===== src/rtl/breakout_pkg.sv =====
// Shared constants and types for the Breakout scene renderer.
// Screen geometry, brick layout, object sizes and the colour palette.
package breakout_pkg;
  localparam int SCREEN_W     = 640;
  localparam int SCREEN_H     = 480;
  localparam int COLS         = 10;
  localparam int ROWS         = 6;
  localparam int NBRICK       = ROWS * COLS;
  localparam int BRICK_W_LOG2 = 6;
  localparam int BRICK_H_LOG2 = 4;
  localparam int BRICK_GAP    = 2;
  localparam int BRICK_X0     = 0;
  localparam int BRICK_Y0     = 64;
  localparam int PADDLE_Y     = 448;
  localparam int PADDLE_H     = 8;
  localparam int PADDLE_W     = 64;
  localparam int BALL_SIZE    = 8;
  localparam int WALL_T       = 8;
  localparam int PADDLE_X_RST = 288;

  typedef logic [23:0] rgb_t;

  localparam rgb_t WHITE    = 24'hFFFFFF;
  localparam rgb_t CYAN     = 24'h00FFFF;
  localparam rgb_t GREY     = 24'h808080;
  localparam rgb_t BLACK    = 24'h000000;
  localparam rgb_t DARK_RED = 24'h400000;

  // Entry 0 (rightmost) is the top brick row.
  localparam logic [ROWS-1:0][23:0] ROW_COLOUR = {
    24'hFF00FF, 24'h0080FF, 24'h00FF00, 24'hFFFF00, 24'hFF8000, 24'hFF0000
  };

  typedef struct packed {
    logic       in_cell;
    logic [2:0] row;
    logic [5:0] idx;
  } cell_t;
endpackage


===== src/rtl/breakout_brick_lookup.sv =====
// Maps a pixel coordinate to its brick cell: inside-brick flag, row and bit index.
// Purely combinational; registered by the renderer's first pipeline stage.
module brick_lookup
  import breakout_pkg::*;
(
  input  logic [9:0] i_x,
  input  logic [9:0] i_y,
  output cell_t      o_cell
);
  logic [10:0]              w_dx, w_dy;
  logic [10-BRICK_W_LOG2:0] w_col;
  logic [10-BRICK_H_LOG2:0] w_row;
  logic                     w_x_brick, w_y_brick;

  // Coordinates left of / above the field wrap to huge offsets, so the
  // col/row range checks also cover the x>=X0 and y>=Y0 conditions.
  assign w_dx  = {1'b0, i_x} - 11'(BRICK_X0);
  assign w_dy  = {1'b0, i_y} - 11'(BRICK_Y0);
  assign w_col = w_dx[10:BRICK_W_LOG2];
  assign w_row = w_dy[10:BRICK_H_LOG2];

  assign w_x_brick = w_dx[BRICK_W_LOG2-1:0] < BRICK_W_LOG2'(2**BRICK_W_LOG2 - BRICK_GAP);
  assign w_y_brick = w_dy[BRICK_H_LOG2-1:0] < BRICK_H_LOG2'(2**BRICK_H_LOG2 - BRICK_GAP);

  assign o_cell.in_cell = (w_col < ($bits(w_col))'(COLS)) && (w_row < ($bits(w_row))'(ROWS))
                          && w_x_brick && w_y_brick;
  assign o_cell.row     = w_row[2:0];
  assign o_cell.idx     = 6'(w_row[2:0]) * 6'(COLS) + 6'(w_col[3:0]);
endmodule


===== src/rtl/breakout_renderer.sv =====
// Breakout pixel colour generator: per-frame game-state snapshot on VSYNC fall,
// two-stage pixel pipeline with sync/blank delayed to match.
module breakout_renderer
  import breakout_pkg::*;
(
  input  logic              clock,
  input  logic              reset,
  input  logic [9:0]        i_next_x,
  input  logic [9:0]        i_next_y,
  input  logic              i_active,
  input  logic              i_hs,
  input  logic              i_vs,
  input  logic [9:0]        i_paddle_x,
  input  logic [9:0]        i_ball_x,
  input  logic [9:0]        i_ball_y,
  input  logic [NBRICK-1:0] i_brick_alive,
  input  logic              i_game_over,
  output logic [7:0]        o_vga_r,
  output logic [7:0]        o_vga_g,
  output logic [7:0]        o_vga_b,
  output logic              o_vga_hs,
  output logic              o_vga_vs,
  output logic              o_vga_blank_n,
  output logic              o_frame_start
);
  logic [9:0]        r_sh_paddle_x, r_sh_ball_x, r_sh_ball_y;
  logic [NBRICK-1:0] r_sh_alive;
  logic              r_sh_game_over;
  logic              r_vs_prev, r_frame_start;
  logic [1:0]        r_act_pipe, r_hs_pipe, r_vs_pipe;
  logic              r_s1_ball, r_s1_paddle, r_s1_wall;
  cell_t             r_s1_cell;
  rgb_t              r_rgb;

  logic [10:0] w_x, w_y, w_bx, w_by, w_px;
  logic        w_vs_fall, w_in_ball, w_in_paddle, w_in_wall, w_brick;
  cell_t       w_cell;
  rgb_t        w_rgb;

  assign w_vs_fall = r_vs_prev & ~i_vs;

  assign w_x  = {1'b0, i_next_x};
  assign w_y  = {1'b0, i_next_y};
  assign w_bx = {1'b0, r_sh_ball_x};
  assign w_by = {1'b0, r_sh_ball_y};
  assign w_px = {1'b0, r_sh_paddle_x};

  assign w_in_ball   = (w_x >= w_bx) && (w_x < w_bx + 11'(BALL_SIZE))
                    && (w_y >= w_by) && (w_y < w_by + 11'(BALL_SIZE));
  assign w_in_paddle = (w_x >= w_px) && (w_x < w_px + 11'(PADDLE_W))
                    && (w_y >= 11'(PADDLE_Y)) && (w_y < 11'(PADDLE_Y + PADDLE_H));
  assign w_in_wall   = (w_x < 11'(WALL_T)) || (w_x >= 11'(SCREEN_W - WALL_T)) || (w_y < 11'(WALL_T));

  brick_lookup u_brick_lookup (
    .i_x    (i_next_x),
    .i_y    (i_next_y),
    .o_cell (w_cell)
  );

  assign w_brick = r_s1_cell.in_cell && r_sh_alive[r_s1_cell.idx];

  always_comb begin
    w_rgb = r_sh_game_over ? DARK_RED : BLACK;
    if (r_s1_wall)   w_rgb = GREY;
    if (w_brick)     w_rgb = ROW_COLOUR[r_s1_cell.row];
    if (r_s1_paddle) w_rgb = CYAN;
    if (r_s1_ball)   w_rgb = WHITE;
    if (!r_act_pipe[0]) w_rgb = BLACK;
  end

  always_ff @(posedge clock) begin
    if (reset) begin
      r_sh_paddle_x  <= 10'(PADDLE_X_RST);
      r_sh_ball_x    <= '0;
      r_sh_ball_y    <= '0;
      r_sh_alive     <= '0;
      r_sh_game_over <= 1'b0;
      r_vs_prev      <= 1'b1;
      r_frame_start  <= 1'b0;
      r_act_pipe     <= 2'b00;
      r_hs_pipe      <= 2'b11;
      r_vs_pipe      <= 2'b11;
      r_s1_ball      <= 1'b0;
      r_s1_paddle    <= 1'b0;
      r_s1_wall      <= 1'b0;
      r_s1_cell      <= '0;
      r_rgb          <= BLACK;
    end else begin
      r_vs_prev     <= i_vs;
      r_frame_start <= w_vs_fall;
      if (w_vs_fall) begin
        r_sh_paddle_x  <= i_paddle_x;
        r_sh_ball_x    <= i_ball_x;
        r_sh_ball_y    <= i_ball_y;
        r_sh_alive     <= i_brick_alive;
        r_sh_game_over <= i_game_over;
      end
      r_act_pipe  <= {r_act_pipe[0], i_active};
      r_hs_pipe   <= {r_hs_pipe[0], i_hs};
      r_vs_pipe   <= {r_vs_pipe[0], i_vs};
      r_s1_ball   <= w_in_ball;
      r_s1_paddle <= w_in_paddle;
      r_s1_wall   <= w_in_wall;
      r_s1_cell   <= w_cell;
      r_rgb       <= w_rgb;
    end
  end

  assign o_vga_r       = r_rgb[23:16];
  assign o_vga_g       = r_rgb[15:8];
  assign o_vga_b       = r_rgb[7:0];
  assign o_vga_hs      = r_hs_pipe[1];
  assign o_vga_vs      = r_vs_pipe[1];
  assign o_vga_blank_n = r_act_pipe[1];
  assign o_frame_start = r_frame_start;
endmodule


===== config.mk =====
export PLATFORM = sky130hd
export DESIGN_NAME = breakout_renderer
export DESIGN_NICKNAME = d
export VERILOG_FILES = /design/src/rtl/breakout_pkg.sv /design/src/rtl/breakout_brick_lookup.sv /design/src/rtl/breakout_renderer.sv
export SDC_FILE = /design/constraint.sdc
export NUM_CORES = 1
export LEC_CHECK = 0
export BUFFER_PORTS_ARGS = -buffer_cell sky130_fd_sc_hd__buf_4
export CORE_MARGIN = 2
export CORE_UTILIZATION = 49
export CTS_CLUSTER_DIAMETER = 200
export DETAILED_ROUTE_END_ITERATION = 8
export MAX_ROUTING_LAYER = met4
export PLACE_DENSITY = 0.77
export SLEW_MARGIN = 20
export SYNTH_ARGS = -nofsm -noshare
export SYNTH_HDL_FRONTEND = slang
export SYNTH_SLANG_ARGS = --single-unit

===== constraint.sdc =====
create_clock -name clock -period 2.8 [get_ports clock]
set_clock_uncertainty 0.15 [all_clocks]
set_input_delay 0.56 -clock clock [delete_from_list [all_inputs] [get_ports clock]]
set_output_delay 0.56 -clock clock [all_outputs]
set_load 0.05 [all_outputs]

# Yosys cells after proc, flatten, opt, wreduce, memory -nomap -nowiden

Memory sizes are Yosys's and may differ from the RTL's. A register that Yosys moved wholly into a read port is not among the register bits.
Index checks and enable logic that the tools add are counted.
W data, S select, Z words.

Flip-flop bits (word level): 136
Memory bits (read-only): 192
Bits of input ports: 116
Output and inout bits: 28
Word-level logic and storage cells: 66
Memories: 1

Memory list:

| name             | depth | width | rd ports | clocked after memory_dff | wr ports | line                    | RTL |
|---|---|---|---|---|---|---|---|
| (name not given) | 8     | 24    | 1        | 1                        | 0        | breakout_renderer.sv:65 | `if (w_brick) w_rgb = ROW_COLOUR[r_s1_cell.row];` |

$add $sub $neg: 5
Multiply operators: 1
Magnitude comparators: 17
Mux-type cells: 9
Bitwise logic cells: 3
Reduce and logical (&&, ||, !) cells: 13

Operator list:

| kind                    | count |
|---|---|
| $mux W24                | 5 |
| $lt A10 B11 Y1          | 3 |
| $ge A10 B10 Y1          | 3 |
| $mux W23                | 1 |
| $add A10 B4 Y11 const B | 2 |
| $lt A10 B4 Y1 const B   | 2 |
| $add A10 B7 Y11 const B | 1 |
| $sub A10 B7 Y11 const B | 1 |
| $ge A10 B10 Y1 const B  | 1 |
| $ge A10 B9 Y1 const B   | 1 |
| $logic_and A1 B1 Y1     | 10 |
| $lt A10 B9 Y1 const B   | 1 |
| $lt A4 B4 Y1 const B    | 2 |
| $lt A6 B7 Y1 const B    | 1 |
| $lt A7 B3 Y1 const B    | 1 |
| $add A6 B4 Y6           | 1 |
| $bmux W1 S6             | 1 |
| $lt A6 B6 Y1 const B    | 1 |
| $mul A3 B3 Y5 const B   | 1 |
| $lt A3 B4 Y1 const B    | 1 |
| $mux W3                 | 1 |
| $logic_or A1 B1 Y1      | 2 |
| $not A1 Y1              | 2 |
| $reduce_or A2 Y1        | 1 |
| 2 further kinds         | 2 |

# Logic depth before layout (Yosys ltp)

Word-level depth: 6
Mapped depth: 11
Gate-level depth less buffers: 11

# Cells and area by module

Synthesis repeated with hierarchy kept, for this count alone.

Cells, all modules: 746
Area, all modules: 6247.2 um^2

By module, submodules not included:

| module            | times used | cells each | area an instance (um^2) | seq. area each (um^2) |
|---|---|---|---|---|
| breakout_renderer | 1          | 713        | 5975.7                  | 2382.3 |
| brick_lookup      | 1          | 33         | 271.5                   | 0.0 |

# Least setup slack after synthesis

No wires, ideal clock.

Kind: register to register
Start: register r_sh_ball_x[3]
End: register r_s1_ball
Setup time: 86 ps
Arrival time: 2362 ps
Data required time: 2564 ps
Setup slack: 202 ps
Stages on the path, launching flop included: 12
Buffers on the path: 0
Period minus slack after synthesis: 2598 ps
Path through: dfxtp_1 ha_1 and3_1 nand3_1 xnor2_1 ha_1 nand2_1 nor2_1 a2111oi_0 nor2_1 or4_1 a211oi_1

Longest elaborated chain between the ends: 5
Elaborated cells between the ends (all ways): 6
Those cells by class: 1 x add/sub; 2 x order compare; 3 x reduce/logical

RTL lines:

| item                                  | line                     | RTL |
|---|---|---|
| from (decl)                           | breakout_renderer.sv:26  | `logic [9:0] r_sh_paddle_x, r_sh_ball_x, r_sh_ball_y;` |
| from (signal assigned)                | breakout_renderer.sv:93  | `r_sh_ball_x <= i_ball_x;` |
| $add A10 B4 Y11                       | breakout_renderer.sv:48  | `assign w_in_ball = (w_x >= w_bx) && (w_x < w_bx + 11'(BALL_SIZE))` |
| $lt A10 B11 Y1                        | breakout_renderer.sv:48  |  |
| $logic_and A1 B1 Y1 (*)               | breakout_renderer.sv:48  |  |
| $logic_and A1 B1 Y1 (*) (2 in series) | breakout_renderer.sv:49  | `&& (w_y >= w_by) && (w_y < w_by + 11'(BALL_SIZE));` |
| to (signal assigned)                  | breakout_renderer.sv:101 | `r_s1_ball <= w_in_ball;` |
| to (decl)                             | breakout_renderer.sv:31  | `logic r_s1_ball, r_s1_paddle, r_s1_wall;` |

Every way passes the cells marked *; elsewhere a longest branch is shown, timed or not.
A chain may end at the register's enable or synchronous reset.

# Final worst setup path

Start: register r_s1_cell[0] (netlist bit)
End: register r_rgb[22]

Longest elaborated chain between the ends: 6

RTL lines:

| item                          | line                     | RTL |
|---|---|---|
| from (decl)                   | breakout_renderer.sv:32  | `cell_t r_s1_cell;` |
| from (signal assigned)        | breakout_renderer.sv:104 | `r_s1_cell <= w_cell;` |
| $bmux W1 S6                   | breakout_renderer.sv:60  | `assign w_brick = r_s1_cell.in_cell && r_sh_alive[r_s1_cell.idx];` |
| $mux W1 (implied by the code) | breakout_renderer.sv:60  |  |
| $logic_and A1 B1 Y1           | breakout_renderer.sv:60  |  |
| $mux W24                      | breakout_renderer.sv:65  |  |
| $mux W24                      | breakout_renderer.sv:66  | `if (r_s1_paddle) w_rgb = CYAN;` |
| $mux W24                      | breakout_renderer.sv:67  | `if (r_s1_ball) w_rgb = WHITE;` |
| to (signal assigned)          | breakout_renderer.sv:105 | `r_rgb <= w_rgb;` |
| to (decl)                     | breakout_renderer.sv:33  | `rgb_t r_rgb;` |

Every way passes these cells. The select of a mux whose other input is x is not followed.

==> results.json <==
{
  "endpoint_kind": "flop",
  "synth_area_leaders": "dfxtp_1 38%, ha_1 12%, nand2_1 11%",
  "vias": 5402,
  "antenna_left": 0,
  "antenna_cells": 0,
  "synth_cells": 738,
  "finalCritPeriodShare_pct": 96.0,
  "slew_viol_final": 0,
  "synth_cell_type_count": 48,
  "dpl.hpwl_mm": 10.7,
  "synth-edff-count": 0,
  "status": "finished clean",
  "wl_per_cell_um": 14.5,
  "yosysSeqAreaShare_pct": 38.1,
  "drt-total-wl_mm": 15.0,
  "die_h_um": 117,
  "grt_max_degree": 92,
  "synth-seq-cells": 119,
  "path_max_fanout": 9,
  "num_rows": 41,
  "fill_cells": 1100,
  "cp-start-kind": "flop",
  "synth_compound_area_share_pct": 15.5,
  "cts_buffers": 17,
  "synth_top_family_by_area": "simple AND/OR/NAND/NOR gates",
  "synthFlopType": "dfxtp_1",
  "area_delta_synth_final_pct": 28.2,
  "finalHoldViolCount": 0,
  "cts_max_level": 4,
  "max_freq_ghz": 0.372,
  "worstPathRequired_ns": 2.99,
  "max_slew_margin_pct": 60.6,
  "ys_async_sr_fraction_pct": 0,
  "initialDrtViolationCount": 260,
  "p_leak_nw": 3.44,
  "final_area_mm2": 0.00801,
  "ys.warnings.count": 0,
  "powerDensity_mw_per_mm2": 587,
  "core_mm2": 0.0125,
  "synth_xor_area_share_pct": 2.38,
  "dieArea_mm2": 0.0137,
  "dr.pass1.iters": 4,
  "tritoncts": "built",
  "fin_nets": 1031,
  "final_cells": 1041,
  "postLayoutCoreUtil_pct": 64.0,
  "finalSetupTns_ns": 0,
  "worst_slew_pin_slew_ns": 0.590,
  "grtUsageTotal_pct": 23.0,
  "hold_slack_ns": 0.184,
  "cts_sinks": 119,
  "grt_pass1_wl_mm": 23.4,
  "yosysTopAreaCellShare_pct": 38.1,
  "dp_cells": 1008,
  "min_path_type": "input pin to flop",
  "routabilityCongestion": 0.860,
  "pin_count": 144,
  "setup_violations": 0,
  "via_per_inst": 5.19,
  "port_buffers": 143,
  "yosys-mux-area-fraction_pct": 7.19,
  "overflow": 0,
  "clk_latency_ns": 0.42,
  "cts_root_buf": "clkbuf_16",
  "arrival_ns": 2.88,
  "placed_area_mm2": 0.00735,
  "drive_gt1_share_pct": 24.6,
  "syn-cell-area_mm2": 0.00625,
  "max-cap-violations": 0,
  "path_clk_slew_ns": 0.05,
  "yosysTopAreaCell": "dfxtp_1",
  "die_w_um": 117,
  "syn_avg_cell_area_um2": 8.46,
  "route.detailed.drc": 0,
  "synth-adder-area-share_pct": 11.9,
  "antenna_found_initial": 0,
  "grt_pass1_vias": 4981,
  "peakVddDrop_mv": 0.397,
  "worstSetupPathType": "flop to flop",
  "synth.net_count": 913,
  "start_util_pct": 49.9,
  "clockBufferDepth": 2,
  "yosys.area_share.simple_pct": 17.4,
  "hold_buffers": 0,
  "layout_min_cycle_time_ns": 2.69
}
[state kept, by name, indices dropped and copies added (netlist names), named ones only]
name,count
r_sh_alive,60
r_sh_ball_x,10
r_sh_ball_y,10
r_sh_paddle_x,10
r_rgb,7
r_s1_cell,7
r_act_pipe,2
r_hs_pipe,2
r_vs_pipe,2
o_frame_start,1
r_s1_ball,1
r_s1_paddle,1
r_s1_wall,1
r_sh_game_over,1
[stage by stage]
| step | setup slack, ns | power, mW |
|---|---|---|
| finish | 0.113 | 4.70 |
| global route | -0.0386 | 4.90 |
| CTS | 0.0339 | 4.72 |
| detailed placement | 0.0434 | 2.55 |
| global placement | 0.0802 | 2.53 |
| floorplan | 0.202 | 2.28 |
[worst paths after layout]
kind	startpoint	to	slack, ns	depth (start not counted)
max	r_s1_cell[0]	r_rgb[22]	0.11	7
max reg2reg	r_s1_cell[0]	r_rgb[22]	0.11	7
min reg2reg	r_hs_pipe[0]	r_hs_pipe[1]	0.27	1
min	i_hs	r_hs_pipe[0]	0.18	2
[synth_stat cells, drive strengths merged, types with 9 or more instances]
master  number
a211oi      10
nand2      189
ha          58
mux4        15
o21ai       16
a21oi      106
nor2b       11
inv         46
nand3        9
buf         21
clkbuf      33
xnor2       15
dfxtp      119
nor2        14
[critical path, stage by stage, from the launching register on]
cell      delay [ns]
dfxtp_1         0.32
buf_4           0.20
mux4_1          0.57
mux2_2          0.27
o21ai_0         0.32
o311ai_4        0.17
or4b_4          0.51
o211ai_2        0.09
[layout by cell type (no fill, tap or decap), types with 3 or more instances in the layout]
cell | Yosys | final
a211oi_1 | 10 | 9
a21o_1 | 4 | 4
a21oi_1 | 106 | 106
a31oi_1 | 6 | 6
buf_4 | 17 | 151
clkbuf_1 | 33 | 4
clkbuf_16 | 0 | 17
clkbuf_8 | 0 | 5
dfxtp_1 | 119 | 116
ha_1 | 58 | 57
inv_1 | 46 | 46
mux2i_1 | 4 | 4
mux4_1 | 9 | 9
mux4_2 | 6 | 6
nand2_1 | 189 | 189
nand2b_1 | 4 | 3
nand3_1 | 9 | 8
nand4_1 | 3 | 3
nor2_1 | 14 | 14
nor2b_1 | 11 | 10
nor3_1 | 7 | 7
nor4_1 | 3 | 3
o211ai_1 | 6 | 6
o21a_1 | 5 | 5
o21ai_0 | 16 | 16
or2_2 | 7 | 7
xnor2_1 | 15 | 14
[metal layers]
metal	vias up	global-route usage [%]	share of wire [%]
li1	2748	-	-
met1	2485	28.5	46
met2	155	36.0	47
met3	14	6.90	5.5
met4	0	7.45	1.1
met5	-	-	0
[where the power goes]
part	total (mW)	internal (mW)	switching [mW]
Combinational	0.683	0.332	0.351
Sequential	1.85	1.79	0.0623
Clock	2.17	1.43	0.743
Total	4.70	3.55	1.16
[kinds of logic after synthesis]
kind of cell | Yosys count
buf+inv | 100
fa+ha+maj | 59
mux | 22
flops | 119
compound gates | 165
simple gates | 256
xor+xnor | 17
[area by class of cell]
class                   instances  area [µm²]  share of cell area, %
inverters                      46         173                   2.16
well taps                     172         215                   2.69
multi-input cells             519        3460                   43.2
repair buffers                153        1170                   14.7
clock buffers                  26         509                   6.36
clock inverters                 6        88.8                   1.11
flip-flops and latches        119        2390                   29.9
[what timing repair did]
item | CTS | global route
setup buffers | 0 | 1
setup endpoints to repair | 0 | 1
gates resized for setup | 0 | 15
(Power assumes the default switching activity.)
